## config.mk

```make
export PLATFORM = sky130hd
export DESIGN_NAME = i2c_write_sequencer
export DESIGN_NICKNAME = d
export VERILOG_FILES = /design/src/rtl/i2c_write_sequencer.sv
export SDC_FILE = /design/constraint.sdc
export NUM_CORES = 1
export LEC_CHECK = 0
export ABC_AREA = 1
export BUFFER_PORTS_ARGS = -buffer_cell sky130_fd_sc_hd__buf_2
export CAP_MARGIN = 5
export CORE_UTILIZATION = 49
export DETAILED_ROUTE_END_ITERATION = 8
export GPL_TIMING_DRIVEN = 1
export PLACE_DENSITY = 0.85
export SYNTH_ARGS = -nofsm -noshare
export SYNTH_HDL_FRONTEND = slang
export SYNTH_SLANG_ARGS = --single-unit
```

## constraint.sdc

```tcl
create_clock -name clk -period 4.1 [get_ports clk]
set_clock_uncertainty 0.1 [all_clocks]
set_input_delay 0.41 -clock clk [delete_from_list [all_inputs] [get_ports clk]]
set_output_delay 0.41 -clock clk [all_outputs]
set_load 0.01 [all_outputs]
```

## src/rtl/i2c_write_sequencer.sv

```systemverilog
// i2c_write_sequencer
// Drives a register-mapped I2C master core (PRER lo/hi, CTR, TXR, CR/SR) to
// perform single-byte register writes: START+dev/W, reg index, data+STOP.
// After reset the prescaler and core enable are programmed once.
//
// Controller handshake: every access is a one-cycle ctl_start strobe with
// ctl_addr/ctl_din/ctl_wren valid on that cycle and held until ctl_done;
// ctl_done is only honoured while an access is outstanding.  Request side:
// a request is taken on the cycle req_valid && req_ready.
//
// Optional feature: define I2C_SEQ_TIMEOUT_EN to bound each status-poll loop
// to TIMEOUT_POLLS reads; on expiry the transfer is aborted with a STOP and
// flagged via nack.
module i2c_write_sequencer #(
    parameter logic [15:0] PRESCALE      = 16'h0020,
    parameter int          TIMEOUT_POLLS = 1024
) (
    input  logic        clk,
    input  logic        reset,
    input  logic        req_valid,
    output logic        req_ready,
    input  logic [6:0]  req_dev,
    input  logic [7:0]  req_reg,
    input  logic [7:0]  req_data,
    output logic [31:0] ctl_din,
    output logic [31:0] ctl_addr,
    output logic        ctl_start,
    output logic        ctl_wren,
    input  logic [31:0] ctl_dout,
    input  logic        ctl_done,
    output logic        done,
    output logic        nack,
    output logic [3:0]  dbg_state
);

    typedef enum logic [3:0] {
        INIT_PRL  = 4'd0,
        INIT_PRH  = 4'd1,
        INIT_CTR  = 4'd2,
        IDLE      = 4'd3,
        LD_TXR    = 4'd4,
        WR_CR     = 4'd5,
        POLL      = 4'd6,
        CHECK     = 4'd7,
        STOP_CR   = 4'd8,
        STOP_POLL = 4'd9,
        FINISH    = 4'd10
    } state_t;

    state_t      state_q, state_d;
    logic        wait_q, wait_d;      // 0 = issue sub-phase, 1 = waiting for ctl_done
    logic [1:0]  phase_q, phase_d;    // byte phase 0..2
    logic [6:0]  dev_q, dev_d;
    logic [7:0]  reg_q, reg_d;
    logic [7:0]  data_q, data_d;
    logic        nack_q, nack_d;
    logic        rxack_q, rxack_d;
    logic        start_q, start_d;
    logic        wren_q, wren_d;
    logic [2:0]  addr_q, addr_d;
    logic [7:0]  din_q, din_d;

    // Access description for the current state.
    logic        acc_en;
    logic        acc_wren;
    logic [2:0]  acc_addr;
    logic [7:0]  acc_din;
    logic        acc_complete;
    logic [7:0]  txr_val;
    logic [7:0]  cr_val;

`ifdef I2C_SEQ_TIMEOUT_EN
    localparam logic [31:0] POLL_LIMIT = TIMEOUT_POLLS;
    logic [31:0] poll_cnt_q, poll_cnt_d;
    logic        abort_q, abort_d;    // timeout abort: skip the STOP poll
    logic        poll_expired;
`else
    localparam int unused_timeout_polls = TIMEOUT_POLLS;
`endif

    // Only TIP and RxACK of the status register are meaningful here.
    logic unused_dout;
    assign unused_dout = ^{ctl_dout[31:8], ctl_dout[6:2], ctl_dout[0]};

    // State and datapath registers.
    always_ff @(posedge clk or negedge reset) begin
        if (!reset) begin
            state_q <= INIT_PRL;
            wait_q  <= 1'b0;
            phase_q <= 2'd0;
            dev_q   <= 7'd0;
            reg_q   <= 8'd0;
            data_q  <= 8'd0;
            nack_q  <= 1'b0;
            rxack_q <= 1'b0;
            start_q <= 1'b0;
            wren_q  <= 1'b0;
            addr_q  <= 3'd0;
            din_q   <= 8'd0;
        end else begin
            state_q <= state_d;
            wait_q  <= wait_d;
            phase_q <= phase_d;
            dev_q   <= dev_d;
            reg_q   <= reg_d;
            data_q  <= data_d;
            nack_q  <= nack_d;
            rxack_q <= rxack_d;
            start_q <= start_d;
            wren_q  <= wren_d;
            addr_q  <= addr_d;
            din_q   <= din_d;
        end
    end

`ifdef I2C_SEQ_TIMEOUT_EN
    // Poll-loop counter and abort flag.
    always_ff @(posedge clk or negedge reset) begin
        if (!reset) begin
            poll_cnt_q <= 32'd0;
            abort_q    <= 1'b0;
        end else begin
            poll_cnt_q <= poll_cnt_d;
            abort_q    <= abort_d;
        end
    end
`endif

    // Byte values for the current phase.
    always_comb begin
        txr_val = data_q;
        cr_val  = 8'h50;
        case (phase_q)
            2'd0: begin
                txr_val = {dev_q, 1'b0};
                cr_val  = 8'h90;
            end
            2'd1: begin
                txr_val = reg_q;
                cr_val  = 8'h10;
            end
            default: ;
        endcase
    end

    // Next-state, access issue/wait and request capture.
    always_comb begin
        state_d = state_q;
        wait_d  = wait_q;
        phase_d = phase_q;
        dev_d   = dev_q;
        reg_d   = reg_q;
        data_d  = data_q;
        nack_d  = nack_q;
        rxack_d = rxack_q;
        start_d = 1'b0;
        wren_d  = wren_q;
        addr_d  = addr_q;
        din_d   = din_q;
`ifdef I2C_SEQ_TIMEOUT_EN
        poll_cnt_d   = poll_cnt_q;
        abort_d      = abort_q;
        poll_expired = (poll_cnt_q + 32'd1) >= POLL_LIMIT;
`endif

        acc_en   = 1'b0;
        acc_wren = 1'b1;
        acc_addr = 3'd0;
        acc_din  = 8'h00;
        case (state_q)
            INIT_PRL:  begin acc_en = 1'b1; acc_addr = 3'd0; acc_din = PRESCALE[7:0];  end
            INIT_PRH:  begin acc_en = 1'b1; acc_addr = 3'd1; acc_din = PRESCALE[15:8]; end
            INIT_CTR:  begin acc_en = 1'b1; acc_addr = 3'd2; acc_din = 8'h80;          end
            LD_TXR:    begin acc_en = 1'b1; acc_addr = 3'd3; acc_din = txr_val;        end
            WR_CR:     begin acc_en = 1'b1; acc_addr = 3'd4; acc_din = cr_val;         end
            STOP_CR:   begin acc_en = 1'b1; acc_addr = 3'd4; acc_din = 8'h40;          end
            POLL, STOP_POLL: begin
                acc_en   = 1'b1;
                acc_wren = 1'b0;
                acc_addr = 3'd4;
            end
            default: ;
        endcase

        acc_complete = acc_en && wait_q && ctl_done;

        if (acc_en && !wait_q) begin
            start_d = 1'b1;
            wren_d  = acc_wren;
            addr_d  = acc_addr;
            din_d   = acc_din;
            wait_d  = 1'b1;
        end
        if (acc_complete) begin
            wait_d = 1'b0;
        end

        case (state_q)
            INIT_PRL: if (acc_complete) state_d = INIT_PRH;
            INIT_PRH: if (acc_complete) state_d = INIT_CTR;
            INIT_CTR: if (acc_complete) state_d = IDLE;
            IDLE: begin
                if (req_valid) begin
                    dev_d   = req_dev;
                    reg_d   = req_reg;
                    data_d  = req_data;
                    nack_d  = 1'b0;
                    phase_d = 2'd0;
                    state_d = LD_TXR;
`ifdef I2C_SEQ_TIMEOUT_EN
                    abort_d = 1'b0;
`endif
                end
            end
            LD_TXR: if (acc_complete) state_d = WR_CR;
            WR_CR: begin
                if (acc_complete) begin
                    state_d = POLL;
`ifdef I2C_SEQ_TIMEOUT_EN
                    poll_cnt_d = 32'd0;
`endif
                end
            end
            POLL: begin
                if (acc_complete) begin
                    if (!ctl_dout[1]) begin
                        rxack_d = ctl_dout[7];
                        state_d = CHECK;
                    end
`ifdef I2C_SEQ_TIMEOUT_EN
                    else if (poll_expired) begin
                        nack_d  = 1'b1;
                        abort_d = 1'b1;
                        state_d = STOP_CR;
                    end else begin
                        poll_cnt_d = poll_cnt_q + 32'd1;
                    end
`endif
                end
            end
            CHECK: begin
                if (rxack_q) begin
                    nack_d  = 1'b1;
                    // The last phase already carries STO in its CR write.
                    state_d = (phase_q == 2'd2) ? FINISH : STOP_CR;
                end else if (phase_q == 2'd2) begin
                    state_d = FINISH;
                end else begin
                    phase_d = phase_q + 2'd1;
                    state_d = LD_TXR;
                end
            end
            STOP_CR: begin
                if (acc_complete) begin
`ifdef I2C_SEQ_TIMEOUT_EN
                    poll_cnt_d = 32'd0;
                    state_d    = abort_q ? FINISH : STOP_POLL;
`else
                    state_d = STOP_POLL;
`endif
                end
            end
            STOP_POLL: begin
                if (acc_complete) begin
                    if (!ctl_dout[1]) begin
                        state_d = FINISH;
                    end
`ifdef I2C_SEQ_TIMEOUT_EN
                    else if (poll_expired) begin
                        state_d = FINISH;
                    end else begin
                        poll_cnt_d = poll_cnt_q + 32'd1;
                    end
`endif
                end
            end
            FINISH:  state_d = IDLE;
            default: state_d = INIT_PRL;
        endcase
    end

    assign req_ready = (state_q == IDLE);
    assign done      = (state_q == FINISH);
    assign nack      = nack_q;
    assign ctl_start = start_q;
    assign ctl_wren  = wren_q;
    assign ctl_addr  = {29'd0, addr_q};
    assign ctl_din   = {24'd0, din_q};
    assign dbg_state = state_q;

endmodule

```

== Yosys cells after proc, flatten, opt, wreduce, memory -nomap -nowiden ==
Index checks and enable logic that the tools add are counted.
Widths: inputs -> output; s select.
Storage, ports and cells
  bits in writable memories: 0
  flip-flop bits (word level): 45
  bits in latches: 0
  logic and storage cells: 87
  output and inout bits: 73
  input port bits: 59
  memories: 0
  memory bits (read-only): 0
Operators by class
  eq/ne operators: 26
  divide/modulo/power cells: 0
  order comparisons: 0
  add/subtract/negate cells: 1
  reduce and logical (&&, ||, !) cells: 16
  muxes and demuxes: 31
  shift-type cells: 0
  bitwise operators: 1
  multiply operators: 0
Operator list (number)
  $mux 4: 13
  $pmux 4 s11: 1
  $pmux 8 s5: 1
  $pmux 8 s2: 2
  $ne 2x2->1 const B: 14
  $eq 4x3->1 const B: 4
  $eq 4x4->1 const B: 3
  $pmux 3 s4: 1
  $reduce_and 11->1: 1
  $eq 4x2->1 const B: 2
  $mux 2: 4
  $reduce_or 8->1: 1
  $mux 1: 7
  $reduce_and 3->1: 2
  $eq 4x1->1 const B: 1
  $logic_not 4->1: 1
  $pmux 2 s2: 1
  $reduce_and 4->1: 1
  $reduce_bool 2->1: 2
  $reduce_or 4->1: 1
  $logic_and 1x1->1: 3
  $add 2x1->2 const B: 1
  $eq 2x1->1 const B: 1
  $eq 2x2->1 const B: 1
  6 further kinds: 6

== Depth between registers and ports, before layout ==
  depth after elaboration: 7
  depth in mapped cells: 10
  mapped depth without buffers: 9

== Worst setup path after synthesis ==
Ideal clock, no wire load.
  path kind: register -> output
  from: register state_q[1], in the netlist dbg_state[1]
  to: output port done
  slack: 2.548 ns
  stages on the path, launching flop included: 5
  data required time: 3.590 ns
  buffers on the path: 0
  arrival time: 1.042 ns
  path through: dfrtp_1 inv_1 nor2_2 inv_1 nor3_1
On the way
  cells in the longest elaborated chain, start to end: 1
Ends and longest elaborated chain
  start: declaration: line 50  | state_t state_q, state_d;
  start signal: assignment: line 101  | state_q <= state_d;
  $eq 4x4->1: line 283  | assign done = (state_q == FINISH);
  end: declaration: line 31  | output logic done,
Every way passes these cells.

== Final worst setup path ==
Same ends and word-level chain as after synthesis.

==> key figures <==
Run status
  • Status: finished, final reports clean

Timing
  • Period Utilization, post-route: 48.1%
  • RSZ-0062 raised after global routing: false
  • Setup Viol. Count Final: 0
  • Setup tns final: 0 ns
  • Peak Freq: 508 MHz
  • Final min period: 1.97 ns
  • Setup WS post-layout: 2.13 ns
  • Pins over their slew limit: 0
  • Slew headroom: 35.0%
  • Fin. Hold Viols: 0
  • Hold WS: 0.158 ns
  • Measured slew at the worst slew-check pin: 0.975 ns

Clock network
  • Post_cts resized: 0
  • Clk pin slew, worst setup/hold paths: 0.09 ns
  • H-Tree Depth: 2
  • CTS tree: built
  • Clock buffer depth: 2
  • Num CTS Buffers: 5
  • Clock Latency Late Sink: 0.30 ns
  • Post-CTS Hold Fix Bufs: 0
  • Clk Tree Root Cell: clkbuf_8
  • Post-CTS Setup Repair Bufs: 0
  • Sink Count: 45

Critical path
  • CP startpoint: dbg_state[1]
  • Peak fanout along the critical path: 5
  • WS Path Type: reg2out
  • Reg-to-Reg Start: dbg_state[2]
  • CP required: 3.59 ns
  • CP arrival: 1.46 ns
  • CP endpoint kind: output pin
  • Worst R2R Setup Slack: 2.33 ns
  • CP startpoint kind: flip-flop

Floorplan
  • Site row count: 26
  • I/O pin total: 132
  • Die Width: 74.4 µm
  • Core ar.: 0.00507 mm²
  • Initial Util: 50.7%
  • DIE HEIGHT: 74.4 µm
  • Area of the die: 0.00554 mm²

Placement
  • Placed inst area: 0.00264 mm²
  • Final GP Congestion: 0.870
  • Final HPWL DP: 3.58 mm
  • Setup WS pre-CTS: 2.36 ns
  • IO buf count: 48

Detailed routing
  • Iter 0 DRT Violations: 116
  • DR DRC count: 0
  • Router iterations before antenna repair: 4
  • Drt wl/cell: 10.5 µm
  • Post-DRT Antenna Nets: 0
  • WL final: 4.78 mm
  • Via density: 4.50
  • Total number of vias: 2041

Synthesis
  • Sequential fraction of the synthesis area: 43.8%
  • Seq cells post-synth: 45
  • Unique cell type count in the Yosys netlist: 22
  • Cell area after synthesis: 0.00257 mm²
  • Main area contributors after synthesis: dfrtp_1 (44%), nand2_1 (22%), buf_4 (15%), nand3_1 (4.3%), inv_1 (2.0%)
  • Post-Synthesis Cells: 336
  • Syn. warnings: 0
  • Yosys top cell by area: dfrtp_1
  • Syn Area/Cell: 7.65 µm²
  • Top-area cell type share of the netlist area: 43.8%

Finish
  • N_diodes: 0
  • Area grow syn2layout: 6.57%
  • Layout Nets: 446
  • Post-layout util: 54.0%
  • Reg area: 0.00113 mm²
  • Commonest cells after routing, fill and taps aside: nand2_1 (151), conb_1 (53), buf_2 (48)
  • Multi-input gate area: 0.00112 mm²
  • Commonest non-fill, non-tap cell in the layout: nand2_1
  • Final instance area: 0.00274 mm²
  • Share of post-route cells with drive strength above 1: 17.7%
  • Fillcell total: 482

Flow run
  • Max cap viols: 0

Power and ir drop
  • Worst VDD drop: 0.362 mV
  • Pwr dens: 656 mW/mm²
  • Pleak: 1.64 nW

Global routing
  • Overflow after GRT: 0
  • Gr usage total: 18.8%
  • Global-route wire length before repair: 7.91 mm
  • Largest net degree at the start of global routing: 46
  • Initial antenna violation count: 0
  • Vias in the first global route: 1771

Hold path
  • Worst Hold Class: in2async
[metal layers]
metal / routed length [µm] / part of all wire (%) / up-vias / GRT usage, %
met5: 0 / 0 / - / 0
met4: 36 / 0.75 / 0 / 5.45
met3: 253 / 5.3 / 4 / 4.74
met2: 2290 / 48 / 67 / 28.9
met1: 2210 / 46 / 943 / 26.5
li1: - / - / 1027 / -
[synthesized netlist by cell type (all sizes together)]
cell type and number:
o21bai 1, ha 4, nor3 1, nand2 154
clkbuf 1, nand3 22, o21ai 10, clkinv 1
conb 1, inv 16, nor2 12, a21oi 7
dfrtp 45, buf 59, nand4 2
[metrics by stage]
stage	power, mW	instances
floorplan	1.33	388
global placement	1.49	446
detailed placement	1.51	446
CTS	1.80	454
global route	1.97	454
finish	1.80	454
[flip-flops by register name, indices dropped and copies added (netlist names)]
register and flops:
din_q 8, reg_q 8, rxack_q 1, addr_q 3, nack 1, wait_q 1, phase_q 2, dev_q 7
ctl_start 1, ctl_wren 1, data_q 8, dbg_state 4
[kinds of logic after synthesis]
logic type                 count (synthesis)  share of synthesized area (%)
other                                      1                          0.146
buffers and inverters                     77                           20.0
adders and majority gates                  4                           1.95
DFF                                       45                           43.8
AOI/OAI and AO/OA                         18                           3.60
and+or+nand+nor                          191                           30.5
[area by class of cell]
cell class | count | area share (%)
inverters | 17 | 2.37
repair buffers | 48 | 8.77
clock inverters | 2 | 0.502
well taps | 70 | 3.20
flip-flops and latches | 45 | 41.1
clock buffers | 6 | 3.01
multi-input cells | 266 | 41.1
[critical path: stages (launching register included)]
cell and delay, ns:
dfrtp_1 0.44, inv_1 0.14, nor2_2 0.18, inv_1 0.09
nor3_1 0.16, buf_2 0.16
[path summary, 6_finish.rpt]
| kind | to | depth (start not counted) |
|---|---|---|
| min in group clk | data_q[0] | 3 |
| max in group asynchronous | dev_q[2] | 1 |
| max | done | 5 |
| min | din_q[7] | 1 |
| max reg2reg | data_q[4] | 7 |
| min reg2reg | nack | 2 |
[where the power goes]
part	total (mW)	internal (mW)	switching, mW
Combinational	0.772	0.257	0.515
Clock	0.286	0.137	0.149
Sequential	0.739	0.623	0.116
Total	1.80	1.02	0.781
Note: power is estimated with default switching activity, not from simulation.
